===== src/rtl/pong_pkg.sv =====
`default_nettype none
// +----------------------------------------------------------------------+
// | pong_pkg : shared game states, serve position and paddle helper      |
// | Revision : 1.0                                                       |
// +----------------------------------------------------------------------+
package pong_pkg;

    typedef enum logic [1:0] {
        ST_IDLE  = 2'd0,
        ST_PLAY  = 2'd1,
        ST_SCORE = 2'd2,
        ST_OVER  = 2'd3
    } pong_state_e;

    localparam logic [2:0] BALL_X0       = 3'd3;
    localparam logic [2:0] BALL_Y0       = 3'd3;
    localparam logic [2:0] PADDLE_HIDDEN = 3'd7;

    // A visible paddle at column p occupies columns p and p+1.
    function automatic logic paddle_covers(input logic [2:0] paddle, input logic [2:0] col);
        return (paddle != PADDLE_HIDDEN) && ((col == paddle) || (col == paddle + 3'd1));
    endfunction

endpackage
`default_nettype wire


===== src/rtl/pong_step_timer.sv =====
`default_nettype none
// +----------------------------------------------------------------------+
// | pong_step_timer : programmable step divider with clear and enable    |
// | Revision : 1.0                                                       |
// +----------------------------------------------------------------------+
module pong_step_timer #(
    parameter int CNT_W = 20
) (
    input  logic             clk,
    input  logic             rst_n,
    input  logic             clear_i,
    input  logic             enable_i,
    input  logic [CNT_W-1:0] period_i,
    output logic             tick_o
);

    localparam logic [CNT_W-1:0] C_ONE = CNT_W'(1);

    logic [CNT_W-1:0] count_q;

    // >= keeps the divider safe if the period shrinks below the running count.
    assign tick_o = enable_i && (count_q >= period_i - C_ONE);

    always_ff @(posedge clk or negedge rst_n) begin
        if (!rst_n) begin
            count_q <= '0;
        end else if (clear_i || !enable_i || tick_o) begin
            count_q <= '0;
        end else begin
            count_q <= count_q + C_ONE;
        end
    end

endmodule
`default_nettype wire


===== src/rtl/pong_ball_controller.sv =====
`default_nettype none
// +----------------------------------------------------------------------+
// | pong_ball_controller : ball motion, paddle collision, scoring, FSM   |
// | Option   : PONG_SPEEDUP_EN shortens the step period on paddle hits   |
// | Revision : 1.0                                                       |
// +----------------------------------------------------------------------+
module pong_ball_controller
    import pong_pkg::*;
#(
    parameter int WIDTH        = 8,
    parameter int BIT_OF_WIDTH = 3,
    parameter int TICK_DIV     = 1000000,
    parameter int SCORE_MAX    = 9,
    parameter int SCORE_HOLD   = 4
) (
    input  logic                    clk,
    input  logic                    rst_n,
    input  logic                    start,
    input  logic [2:0]              player_top,
    input  logic [2:0]              player_down,
    output logic [BIT_OF_WIDTH-1:0] x_pos,
    output logic [BIT_OF_WIDTH-1:0] y_pos,
    output logic [3:0]              score_top,
    output logic [3:0]              score_down,
    output logic [1:0]              game_state,
    output logic                    game_over
);

    localparam int CNT_W  = $clog2(TICK_DIV + 1);
    localparam int HOLD_W = $clog2(SCORE_HOLD + 1);

    localparam logic [BIT_OF_WIDTH-1:0] C_ZERO = '0;
    localparam logic [BIT_OF_WIDTH-1:0] C_ONE  = BIT_OF_WIDTH'(1);
    localparam logic [BIT_OF_WIDTH-1:0] C_TWO  = BIT_OF_WIDTH'(2);
    localparam logic [BIT_OF_WIDTH-1:0] C_NEAR = BIT_OF_WIDTH'(WIDTH - 3);
    localparam logic [BIT_OF_WIDTH-1:0] C_EDGE = BIT_OF_WIDTH'(WIDTH - 2);
    localparam logic [BIT_OF_WIDTH-1:0] C_MAX  = BIT_OF_WIDTH'(WIDTH - 1);
    localparam logic [3:0]              C_SMAX = 4'(SCORE_MAX);
    localparam logic [HOLD_W-1:0]       C_HOLD_LAST = HOLD_W'(SCORE_HOLD - 1);
    localparam logic [HOLD_W-1:0]       C_HOLD_ONE  = HOLD_W'(1);
    localparam logic [CNT_W-1:0]        PERIOD_FULL = CNT_W'(TICK_DIV);

    pong_state_e             state_q, state_d;
    logic [BIT_OF_WIDTH-1:0] x_q, x_d, y_q, y_d, xn;
    logic                    dx_q, dx_d, dy_q, dy_d, dxn;
    logic [3:0]              st_q, st_d, sd_q, sd_d;
    logic [HOLD_W-1:0]       hold_q, hold_d;
    logic                    game_over_q, game_over_d;
    logic                    w_restart, w_tick;
    logic [CNT_W-1:0]        w_period;

`ifdef PONG_SPEEDUP_EN
    localparam logic [CNT_W-1:0] PERIOD_STEP = CNT_W'(TICK_DIV / 8);
    localparam logic [CNT_W-1:0] PERIOD_MIN  = CNT_W'(TICK_DIV / 4);
    logic [CNT_W-1:0] period_q, period_d;
    assign w_period = period_q;

    always_ff @(posedge clk or negedge rst_n) begin
        if (!rst_n) period_q <= PERIOD_FULL;
        else        period_q <= period_d;
    end
`else
    assign w_period = PERIOD_FULL;
`endif

    pong_step_timer #(.CNT_W(CNT_W)) u_step_timer (
        .clk      (clk),
        .rst_n    (rst_n),
        .clear_i  (w_restart),
        .enable_i ((state_q == ST_PLAY) || (state_q == ST_SCORE)),
        .period_i (w_period),
        .tick_o   (w_tick)
    );

    always_comb begin
        state_d   = state_q;
        x_d       = x_q;
        y_d       = y_q;
        dx_d      = dx_q;
        dy_d      = dy_q;
        st_d      = st_q;
        sd_d      = sd_q;
        hold_d    = hold_q;
        w_restart = 1'b0;
`ifdef PONG_SPEEDUP_EN
        period_d  = period_q;
`endif
        // Horizontal move is resolved first; the paddle test uses its result.
        if (dx_q && (x_q == C_MAX)) begin
            xn = C_EDGE; dxn = 1'b0;
        end else if (!dx_q && (x_q == C_ZERO)) begin
            xn = C_ONE;  dxn = 1'b1;
        end else begin
            xn = dx_q ? x_q + C_ONE : x_q - C_ONE; dxn = dx_q;
        end

        case (state_q)
            ST_IDLE, ST_OVER: begin
                if (start) begin
                    w_restart = 1'b1;
                    state_d   = ST_PLAY;
                    x_d = BALL_X0; y_d = BALL_Y0; dx_d = 1'b1; dy_d = 1'b1;
                    st_d = '0; sd_d = '0; hold_d = '0;
`ifdef PONG_SPEEDUP_EN
                    period_d = PERIOD_FULL;
`endif
                end
            end
            ST_PLAY: begin
                if (w_tick) begin
                    x_d  = xn;
                    dx_d = dxn;
                    if (dy_q && (y_q == C_EDGE)) begin
                        if (paddle_covers(player_down, xn)) begin
                            dy_d = 1'b0; y_d = C_NEAR;
`ifdef PONG_SPEEDUP_EN
                            period_d = (period_q >= PERIOD_MIN + PERIOD_STEP) ?
                                       period_q - PERIOD_STEP : PERIOD_MIN;
`endif
                        end else begin
                            y_d = C_MAX; state_d = ST_SCORE; hold_d = '0;
                            st_d = (st_q == C_SMAX) ? st_q : st_q + 4'd1;
                        end
                    end else if (!dy_q && (y_q == C_ONE)) begin
                        if (paddle_covers(player_top, xn)) begin
                            dy_d = 1'b1; y_d = C_TWO;
`ifdef PONG_SPEEDUP_EN
                            period_d = (period_q >= PERIOD_MIN + PERIOD_STEP) ?
                                       period_q - PERIOD_STEP : PERIOD_MIN;
`endif
                        end else begin
                            y_d = C_ZERO; state_d = ST_SCORE; hold_d = '0;
                            sd_d = (sd_q == C_SMAX) ? sd_q : sd_q + 4'd1;
                        end
                    end else begin
                        y_d = dy_q ? y_q + C_ONE : y_q - C_ONE;
                    end
                end
            end
            ST_SCORE: begin
                if (w_tick) begin
                    if (hold_q == C_HOLD_LAST) begin
                        hold_d = '0;
                        if ((st_q == C_SMAX) || (sd_q == C_SMAX)) begin
                            state_d = ST_OVER;
                        end else begin
                            // Serve toward whoever let the ball through.
                            state_d = ST_PLAY;
                            x_d = BALL_X0; y_d = BALL_Y0;
                            dy_d = (y_q == C_MAX);
`ifdef PONG_SPEEDUP_EN
                            period_d = PERIOD_FULL;
`endif
                        end
                    end else begin
                        hold_d = hold_q + C_HOLD_ONE;
                    end
                end
            end
            default: ;
        endcase
        game_over_d = (state_d == ST_OVER);
    end

    always_ff @(posedge clk or negedge rst_n) begin
        if (!rst_n) begin
            state_q     <= ST_IDLE;
            x_q         <= BALL_X0;
            y_q         <= BALL_Y0;
            dx_q        <= 1'b1;
            dy_q        <= 1'b1;
            st_q        <= '0;
            sd_q        <= '0;
            hold_q      <= '0;
            game_over_q <= 1'b0;
        end else begin
            state_q     <= state_d;
            x_q         <= x_d;
            y_q         <= y_d;
            dx_q        <= dx_d;
            dy_q        <= dy_d;
            st_q        <= st_d;
            sd_q        <= sd_d;
            hold_q      <= hold_d;
            game_over_q <= game_over_d;
        end
    end

    assign x_pos      = x_q;
    assign y_pos      = y_q;
    assign score_top  = st_q;
    assign score_down = sd_q;
    assign game_state = state_q;
    assign game_over  = game_over_q;

endmodule
`default_nettype wire

===== config.mk =====
export PLATFORM = sky130hd
export DESIGN_NAME = pong_ball_controller
export DESIGN_NICKNAME = d
export VERILOG_FILES = /design/src/rtl/pong_pkg.sv /design/src/rtl/pong_step_timer.sv /design/src/rtl/pong_ball_controller.sv
export SDC_FILE = /design/constraint.sdc
export NUM_CORES = 1
export LEC_CHECK = 0
export ABC_AREA = 1
export CAP_MARGIN = 20
export CORE_ASPECT_RATIO = 1.5
export CORE_UTILIZATION = 65
export DETAILED_ROUTE_END_ITERATION = 7
export GPL_ROUTABILITY_DRIVEN = 0
export GPL_TIMING_DRIVEN = 1
export PLACE_DENSITY_LB_ADDON = 0.08
export SETUP_SLACK_MARGIN = 0.2
export SLEW_MARGIN = 20
export SYNTH_ARGS = -nofsm -noshare
export SYNTH_HDL_FRONTEND = slang
export SYNTH_HIERARCHICAL = 1
export SYNTH_SLANG_ARGS = --single-unit

===== constraint.sdc =====
create_clock -name clk -period 4.32 [get_ports clk]
set_input_delay 0.864 -clock clk [delete_from_list [all_inputs] [get_ports clk]]
set_output_delay 0.864 -clock clk [all_outputs]
set_load 0.1 [all_outputs]

; Word level (Yosys, flattened, before mapping)
; Cells that the tools add are included.
[word_totals]
ff_bits = 42
in_bits = 9
out_inout_bits = 17
elab_cells = 146
[classes]
n_addsub = 10
order_cmp = 1
n_eq_ne = 35
muxes = 64
n_reduce_logical = 26
[ops]
columns = op, count
row1 = $mux W3, 20
row2 = $mux W4, 10
row3 = $pmux W3 S3, 3
row4 = $mux W2, 11
row5 = $add A20 B1 Y20 const B, 1
row6 = $ge A20 B20 Y1 const B, 1
row7 = $mux W20, 1
row8 = $pmux W4 S2, 2
row9 = $add A3 B1 Y3 const B, 5
row10 = $mux W1, 14
row11 = $ne A2 B2 Y1 const B, 7
row12 = $eq A3 B3 Y1, 4
row13 = $ne A3 B3 Y1 const B, 4
row14 = $reduce_and A6 Y1, 2
row15 = $ne A2 B1 Y1 const B, 5
row16 = $eq A3 B3 Y1 const B, 3
row17 = $ne A3 B1 Y1 const B, 3
row18 = $add A4 B1 Y4 const B, 2
row19 = $eq A4 B4 Y1 const B, 2
row20 = $reduce_and A8 Y1, 1
row21 = $logic_and A1 B1 Y1, 7
row22 = $reduce_and A7 Y1, 1
row23 = $eq A2 B2 Y1 const B, 3
row24 = $logic_or A1 B1 Y1, 6
row25 = other kinds (15), 18

; Depth between registers and ports, before layout
; Gate-level depths: netlist of the first run.
[logic_depth]
depth_word = 13
mapped_depth = 27
mapped_depth_nobuf = 27

; Cells and area by module
; The synthesis of the first run kept the hierarchy.
[by_module_without_submodules]
columns = mod, instances, cells_per_inst, area_each_um2, seq_area_each_um2
row1 = pong_step_timer, 1, 280, 1971.9, 500.5
row2 = pong_ball_controller, 1, 246, 1836.8, 558.0

; Least setup slack after synthesis of the first run
; OpenSTA, ideal clock, no wires.
[synth_path]
path_type = register to register
startpoint = register state_q[0] (netlist: game_state[0])
endpoint = register dy_q
setup_time_ps = 84
arrival_ps = 2611
required_ps = 4236
slack_ps = 1626
path_stages_with_launch = 15
n_path_buf = 0
synth_period_minus_slack_ps = 2694
path_cell_list = dfrtp_1 -> inv_1 -> ha_1 -> inv_1 -> nand2_1 -> inv_1 -> inv_1 -> nand2_1 -> nand2_1 -> a21oi_1 -> nand3_1 -> inv_1 -> nand2_1 -> nand2_1 -> o21ai_1
[synth_via]
elab_chain_len = 5
elab_cells_between_ends = 17
classes_between = 11 x eq/ne / 1 x mux / 5 x reduce/logical
[synth_rtl]
columns = element, line
row1 = from (decl), pong_ball_controller.sv:43  ; pong_state_e state_q, state_d;
row2 = from (signal assigned), pong_ball_controller.sv:177  ; state_q <= state_d;
row3 = $eq A2 B1 Y1 or $eq A2 B2 Y1 (tied branches), pong_ball_controller.sv:70  ; .enable_i ((state_q == ST_PLAY) || (state_q == ST_SCORE)),
row4 = $logic_or A1 B1 Y1 *, pong_ball_controller.sv:70
row5 = $logic_and A1 B1 Y1 *, pong_step_timer.sv:22  ; assign tick_o = enable_i && (count_q >= period_i - C_ONE);
row6 = net w_tick, pong_ball_controller.sv:49  ; logic w_restart, w_tick;
row7 = $ne A2 B1 Y1 (no line), -
row8 = $reduce_and A8 Y1 (no line) *, -
row9 = to (signal assigned), pong_ball_controller.sv:181  ; dy_q <= dy_d;
row10 = to (decl), pong_ball_controller.sv:45  ; logic dx_q, dx_d, dy_q, dy_d, dxn;
; Mark *: on every way through the listed nets, which the timed path passes. The rest lies on a longest branch.
; A chain may end at the register's enable or synchronous reset.

; Worst setup path after layout of the first run
[layout_path]
startpoint = register x_q[0] (netlist: x_pos[0])
endpoint = output port x_pos[0]
[layout_lines]
columns = element, line
row1 = from (decl), pong_ball_controller.sv:44  ; logic [BIT_OF_WIDTH-1:0] x_q, x_d, y_q, y_d, xn;
row2 = from (signal assigned), pong_ball_controller.sv:168  ; x_q <= BALL_X0;
row3 = from (signal assigned), pong_ball_controller.sv:178  ; x_q <= x_d;
row4 = to (decl), pong_ball_controller.sv:21  ; output logic [BIT_OF_WIDTH-1:0] x_pos,
; No word-level cell between the ends.

==> results of run 1 <==
==> kinds of logic (layout without fill, tap and decap cells) <==
group / Yosys count / after routing / synth area share, %
AND/OR/NAND/NOR: 284 / 284 / 35.3
buffers and inverters: 77 / 106 / 7.82
AO/OA/AOI/OAI: 44 / 44 / 7.10
flip-flops: 42 / 42 / 27.8
adder cells (fa/ha/maj): 39 / 39 / 13.0
XOR/XNOR: 37 / 37 / 8.51
other: 2 / 59 / 0.197
multiplexers: 1 / 1 / 0.263
==> metal layers <==
metal / vias to the layer above / part of all wire, %
met2: 72 / 56
met1: 1629 / 37
met5: - / 0
li1: 1781 / -
met4: 0 / 4.9
met3: 33 / 2.3
==> flip-flops by register name (all words and copies together) (netlist names) <==
signal and flops:
x_pos 3, hold_q 3, u_step_timer/count_q 20, dy_q 1
score_top 4, dx_q 1, score_down 4, game_over 1
y_pos 3, game_state 2
==> final timing paths <==
check | slack [ns] | endpoint | from | depth (start not counted)
min in group asynchronous | 0.70 | u_step_timer/count_q[2]$_DFF_PN0_ | rst_n | 1
worst min register to register | 0.51 | dy_q$_DFFE_PN1P_ | dy_q$_DFFE_PN1P_ | 2
worst max-delay path | 1.37 | x_pos[0] | x_pos[0]$_DFFE_PN1P_ | 1
max in group asynchronous | 3.03 | y_pos[2]$_DFFE_PN0P_ | rst_n | 1
worst max register to register | 1.62 | dy_q$_DFFE_PN1P_ | u_step_timer/count_q[0]$_DFF_PN0_ | 23
worst min-delay path | 0.51 | dy_q$_DFFE_PN1P_ | dy_q$_DFFE_PN1P_ | 2
==> report_power, final <==
part           internal [uW]  leakage, uW  switching (uW)
Clock                    172    0.0000514             137
Combinational            410      0.00169            1060
Sequential               483     0.000557            93.9
==> per-stage QoR <==
stage / instance area, um2 / hold slack, ns / setup WS [ns] / power (uW)
floorplan: 4020 / 0.463 / 1.63 / 1720
global placement: 4330 / 0.477 / 1.57 / 1980
detailed placement: 4330 / 0.500 / 1.48 / 2030
finish: 4440 / 0.512 / 1.37 / 2360
global route: 4440 / 0.520 / 1.25 / 2530
CTS: 4440 / 0.511 / 1.37 / 2350
==> cell usage in the layout, fill, tap and decap left out, types with 6 or more instances in the layout <==
| master | count |
|---|---|
| sky130_fd_sc_hd__nand3_2 | 6 |
| sky130_fd_sc_hd__ha_1 | 38 |
| sky130_fd_sc_hd__xor2_1 | 22 |
| sky130_fd_sc_hd__nand3_1 | 21 |
| sky130_fd_sc_hd__o21ai_1 | 8 |
| sky130_fd_sc_hd__nor2_1 | 77 |
| sky130_fd_sc_hd__nand3b_1 | 6 |
| sky130_fd_sc_hd__xnor2_1 | 15 |
| sky130_fd_sc_hd__dfstp_2 | 6 |
| sky130_fd_sc_hd__a21oi_1 | 11 |
| sky130_fd_sc_hd__nand4_1 | 11 |
| sky130_fd_sc_hd__clkdlybuf4s50_1 | 24 |
| sky130_fd_sc_hd__nand2_1 | 123 |
| sky130_fd_sc_hd__o21ai_0 | 12 |
| sky130_fd_sc_hd__nand2_2 | 12 |
| sky130_fd_sc_hd__conb_1 | 59 |
| sky130_fd_sc_hd__inv_1 | 70 |
| sky130_fd_sc_hd__dfrtp_1 | 36 |
==> layout make-up <==
| type | instances | area share, % |
|---|---|---|
| multi-input combinational | 464 | 60.0 |
| sequential | 42 | 23.8 |
| inverter | 73 | 6.17 |
| timing repair buffer | 25 | 5.52 |
| tap | 70 | 1.97 |
| clock buffer | 6 | 1.63 |
| clock inverter | 2 | 0.845 |
==> implementation parameters, run 1 <==
Parameter                              Value

Run status
  Status    finished, final reports clean

Synth
  Synth area leader    sky130_fd_sc_hd__dfrtp_1
  Cell variety after synth    45
  Main area contributors after synthesis    sky130_fd_sc_hd__dfrtp_1 24%, sky130_fd_sc_hd__ha_1 12%, sky130_fd_sc_hd__nand2_1 12%, sky130_fd_sc_hd__nor2_1 7.6%, sky130_fd_sc_hd__inv_1 6.9%
  Yosys top cell area share    23.7%
  Cell count after synthesis    526
  Async set-or-reset flop fraction in the synthesized netlist    between 90% and 100%
  Count of yosys warnings during synthesis    6
  Synth Flop Type    sky130_fd_sc_hd__dfrtp_1
  Mean post-synth cell area    about 7.2 um2
  Number of synthesized flops with an enable pin    0
  Sequential-to-total area share from yosys stat    27.8%
  Post-synthesis sequential element count    42
  Ranking of synthesized cells by instance count    123 x sky130_fd_sc_hd__nand2_1, 77 x sky130_fd_sc_hd__nor2_1, 70 x sky130_fd_sc_hd__inv_1, 38 x sky130_fd_sc_hd__ha_1, 36 x sky130_fd_sc_hd__dfrtp_1
  Mapped Area    0.00381 mm2
  Count leader, synth    sky130_fd_sc_hd__nand2_1

Timing
  Highest achievable clock rate    between 0.3 and 0.4 GHz
  Final count of negative-setup-slack endpoints    0
  Actual transition at the worst max-transition pin    ~0.98 ns
  Setup TNS    0 ns
  Final critical-path required period    2.95 ns
  Final period util    approximately 68%
  Worst slew slack as a fraction of its limit    between 30 and 40%
  Fin. Hold Viols    0
  Unrepaired setup endpoints after global routing    no
  Clock tree skew after final layout    between 0.006 and 0.007 ns
  Count of final max-slew check failures    0

Setup path
  Ordered list of cells on the worst path    clkdlybuf4s50_1
  Worst path buffer plus inverter count    1
  CP Launch Type    register
  Max Fanout on Critical Path    6
  Class of the most critical setup path    reg2out
  Top cell family by delay on the critical path    buffers and inverters
  Stage delay of the slowest cell on the critical path    ~1.2 ns
  Worst EP required    approximately 3.5 ns
  CP Capture Type    primary output
  Worst endpoint data arrival time    2.08 ns
  Critical-path top delay cell    sky130_fd_sc_hd__clkdlybuf4s50_1

CTS
  Post-CTS Setup Bufs    0
  Clock Sink Count    42
  Clock tree from TritonCTS    built
  Clock network latency to the later pin of the worst-skew pair    ~0.29 ns
  Clock root buffer    sky130_fd_sc_hd__clkbuf_8
  Bufs on Longest Clock Path    2
  Post-cts resize count    0
  # hold bufs at CTS    0
  Number of buffers inserted during clock tree synthesis    5
  H-tree Lvls    2
  Clk pin slew, worst setup/hold paths    about 0.080 ns

Global route
  Grt met1 use    approximately 29%
  Most congested layer reported by global routing    met2
  Routing usage on met2    around 60%
  Overall fraction of global-route tracks in use    between 20% and 30%
  Pin count of the biggest net entering global routing    43
  Global-route wire length before repair    about 14,000 um
  Leftover overflow at the end of global routing    0
  Met3 capacity usage during global routing    3.32%
  Vias in the first global route    3,353
  Number of antenna violations at the first check in global routing    0

Floorplan
  Std-Cell Core Area    between 0.005 and 0.006 mm2
  Initial Utilization    68.3%
  Full die area    between 0.006 and 0.007 mm2
  Die extent in y    95.8 um
  Top Ports    26
  Horizontal die dimension    approximately 65 um
  Site Rows    33

Placed design
  Number of input and output port buffers inserted    25
  Dpl hpwl    6770 um
  Number of placed cells counting well taps    between 600 and 700

Finish
  Multi-input combinational cell area    between 0.002 and 0.003 mm2
  Antenna cells    0
  Filler cells    around 430
  Final instance count without filler cells    682
  Fraction of layout cells with a size suffix above 1    between 9 and 10%
  Final Util    79.7%
  Layout Nets    between 600 and 700
  Area of all sequential standard cells    0.00106 mm2
  Area Growth Syn to Fin    16.6%

Drt
  Vias    ~3,500
  Number of detailed-route iterations in the first pass    4
  Vias per inst    between 5 and 6
  Antenna viol nets, final    0
  DRC    0
  Final wirelength    8420 um
  Per-cell routed wire length    roughly 12 um
  Iter 0 DRT Violations    97

Hold path
  HP Class    reg2reg

Power and ir drop
  IR Drop Worst-Case VDD    between 0.6 and 0.7 mV
  Leakage power of the design    approximately 0.0023 uW
  Pwr Density    about 530 mW/mm2

Flow run
  Max Cap Viol    0
Note: power is estimated with default switching activity, not from simulation.
==> run 2: changes to the inputs <==
--- a/config.mk
+++ b/config.mk
@@ -8,7 +8,7 @@
 export ABC_AREA = 1
 export CAP_MARGIN = 20
 export CORE_ASPECT_RATIO = 1.5
-export CORE_UTILIZATION = 65
+export CORE_UTILIZATION = 54
 export DETAILED_ROUTE_END_ITERATION = 7
 export GPL_ROUTABILITY_DRIVEN = 0
 export GPL_TIMING_DRIVEN = 1
==> constraint.sdc (replaced) <==
create_clock -name clk -period 2.4 [get_ports clk]
set_input_delay 0.48 -clock clk [delete_from_list [all_inputs] [get_ports clk]]
set_output_delay 0.48 -clock clk [all_outputs]
set_load 0.1 [all_outputs]
==> implementation parameters, run 2 (synthesized netlist as in run 1, its figures left out) <==
Parameter                              Value

Run status
  Status    finished with violations
  Violated checks    negative setup slack

Finish
  Antenna cells    0
  Max FFs per register    20
  Commonest non-fill, non-tap cell in the layout    sky130_fd_sc_hd__nand2_1
  Fraction of layout cells with a size suffix above 1    a little over a quarter
  Layout Nets    707
  Final Util    75.3%
  Commonest cells after routing, fill and taps aside    112 x sky130_fd_sc_hd__nand2_1, 69 x sky130_fd_sc_hd__nor2_1, 64 x sky130_fd_sc_hd__inv_1
  Register bank with the most flops    u_step_timer/count_q
  Area Growth Syn to Fin    35.5%

Placed design
  Place WS    -0.0987 ns
  Number of input and output port buffers inserted    25
  Dpl hpwl    7000 um

Timing
  Final worst-path setup slack    -0.0941 ns
  Fin. Hold Viols    0
  Final period util    104%
  Clock tree skew after final layout    slightly above 0.009 ns
  Highest achievable clock rate    ~0.40 GHz
  Unrepaired setup endpoints after global routing    yes
  Final critical-path required period    ~2.5 ns
  Setup TNS    -0.259 ns
  Final count of negative-setup-slack endpoints    7
  Count of final max-slew check failures    0

Setup path
  CP Capture Type    register
  Setup crit start    u_step_timer/count_q[11]$_DFF_PN0_
  Reg2reg start    u_step_timer/count_q[11]$_DFF_PN0_
  Stage delay of the slowest cell on the critical path    0.42 ns
  Cell seen most often among critical-path stages    sky130_fd_sc_hd__nand2_2
  Class of the most critical setup path    reg2reg
  Worst endpoint data arrival time    2.69 ns
  Top cell family by delay on the critical path    simple AND/OR/NAND/NOR gates
  Critical-path top delay cell    sky130_fd_sc_hd__dfrtp_1
  CP Launch Type    register
  Max Fanout on Critical Path    2
  Worst EP required    approximately 2.6 ns
  Ordered list of cells on the worst path    ha_4 > nand2_2 > nor2_2 > nand4_1 > nor2b_2 > nand2_2 > nand2_2 > nand2_1 > inv_2 > inv_2 > buf_6 > nor3_4 > buf_6 > a31oi_4 > a21oi_2 > nand2_1 > nand2_2 > a21oi_2
  Worst path buffer plus inverter count    4

CTS
  Clock root buffer    sky130_fd_sc_hd__clkbuf_8
  Number of buffers inserted during clock tree synthesis    5
  Clock Sink Count    42
  Clock tree from TritonCTS    built
  Clock network latency to the later pin of the worst-skew pair    approximately 0.30 ns
  Clk pin slew, worst setup/hold paths    around 0.090 ns
  H-tree Lvls    2
  Bufs on Longest Clock Path    2

Global route
  Vias in the first global route    approximately 3,700
  Number of antenna violations at the first check in global routing    0
  Global-route wire length before repair    15,300 um
  Overall fraction of global-route tracks in use    around a quarter
  Leftover overflow at the end of global routing    0
  Pin count of the biggest net entering global routing    22

Power and ir drop
  Pwr Density    between 900 and 1000 mW/mm2
  Leakage power of the design    0.00264 uW
  IR Drop Worst-Case VDD    1.14 mV
  Total power consumption of the routed design    4760 uW

Floorplan
  Full die area    0.00740 mm2
  Horizontal die dimension    between 70 and 80 um
  Initial Utilization    between 50% and 60%
  Site Rows    37
  Die extent in y    between 100 and 150 um
  Top Ports    26
  Std-Cell Core Area    between 0.006 and 0.007 mm2

Drt
  Vias per inst    a little over 5
  Met3 WL    228 um
  DRC    0
  Number of detailed-route iterations in the first pass    4
  Met1 routed wirelength after detailed routing    3540 um
  Vias    ~3,700
  Met2 Routed Length    between 5000 and 6000 um
  Iter 0 DRT Violations    around 130
  Per-cell routed wire length    13.4 um
  Final wirelength    a little under 10,000 um
  Highest routed layer    met4
  Antenna viol nets, final    0

Hold path
  HP Class    in2async

Flow run
  Max Cap Viol    0
==> run 2: changes by cell type in the layout (fill, tap and decap cells not counted), sizes merged <==
cell / delta
buf: +63
clkdlybuf4s50: -17
clkinv: +2
clkbuf: +1
clkinvlp: -1
==> run 2: per-layer routing <==
metal  GRT usage [%]  up-vias
li1                -     1876
met1            24.8     1752
met2            53.5       66
met3            3.28       30
met4            11.1        0
met5               0        -
==> run 2: worst paths after layout <==
kind                                                endpoint  cells past startpoint  slack [ns]
min in group clk                       hold_q[1]$_DFFE_PN0P_                      2        0.52
max                                      game_over$_DFF_PN0_                     18       -0.09
max reg2reg                              game_over$_DFF_PN0_                     18       -0.09
min reg2reg                            hold_q[1]$_DFFE_PN0P_                      2        0.52
min                        u_step_timer/count_q[9]$_DFF_PN0_                      1        0.02
max in group asynchronous               y_pos[0]$_DFFE_PN1P_                      2        1.76
==> run 2: final cells by class <==
cell class | instances | area (um2)
timing repair buffer | 73 | 641
multi-input combinational | 464 | 2960
inverter | 73 | 279
tap | 78 | 97.6
fill | 534 | 1690
clock buffer | 5 | 68.8
clock inverter | 3 | 40.0
sequential | 42 | 1070
==> run 2: through the flow <==
step / cells / hold WS, ns / cell area [um2]
global placement: 713 / 0.358 / 4560
global route: 738 / 0.0292 / 5160
finish: 738 / 0.0243 / 5160
CTS: 728 / 0.0267 / 4850
floorplan: 583 / 0.184 / 4050
detailed placement: 713 / 0.357 / 4560
==> run 2: worst reg2reg max path: cells and delay by family, from the launching register on <==
kind	cells	cell delay, ns
simple gates	10	1.07
compound gates	3	0.24
buf+inv	4	0.39
flops	1	0.42
fa+ha+maj	1	0.28
==> run 2: repair_timing <==
| action | CTS | global route |
|---|---|---|
| gates resized for setup | 35 | 35 |
| setup buffers | 7 | 8 |
| cloned | 0 | 2 |
| endpoints found under the setup margin | 22 | 42 |
| pin swaps | 14 | 19 |
| endpoints found under the hold margin | 0 | 0 |
| hold buffers | 0 | 0 |
==> run 2: where the power goes <==
group | total [uW] | internal (uW) | switching [uW]
logic | 3160 | 1040 | 2120
clock network | 568 | 307 | 261
registers | 1030 | 883 | 149
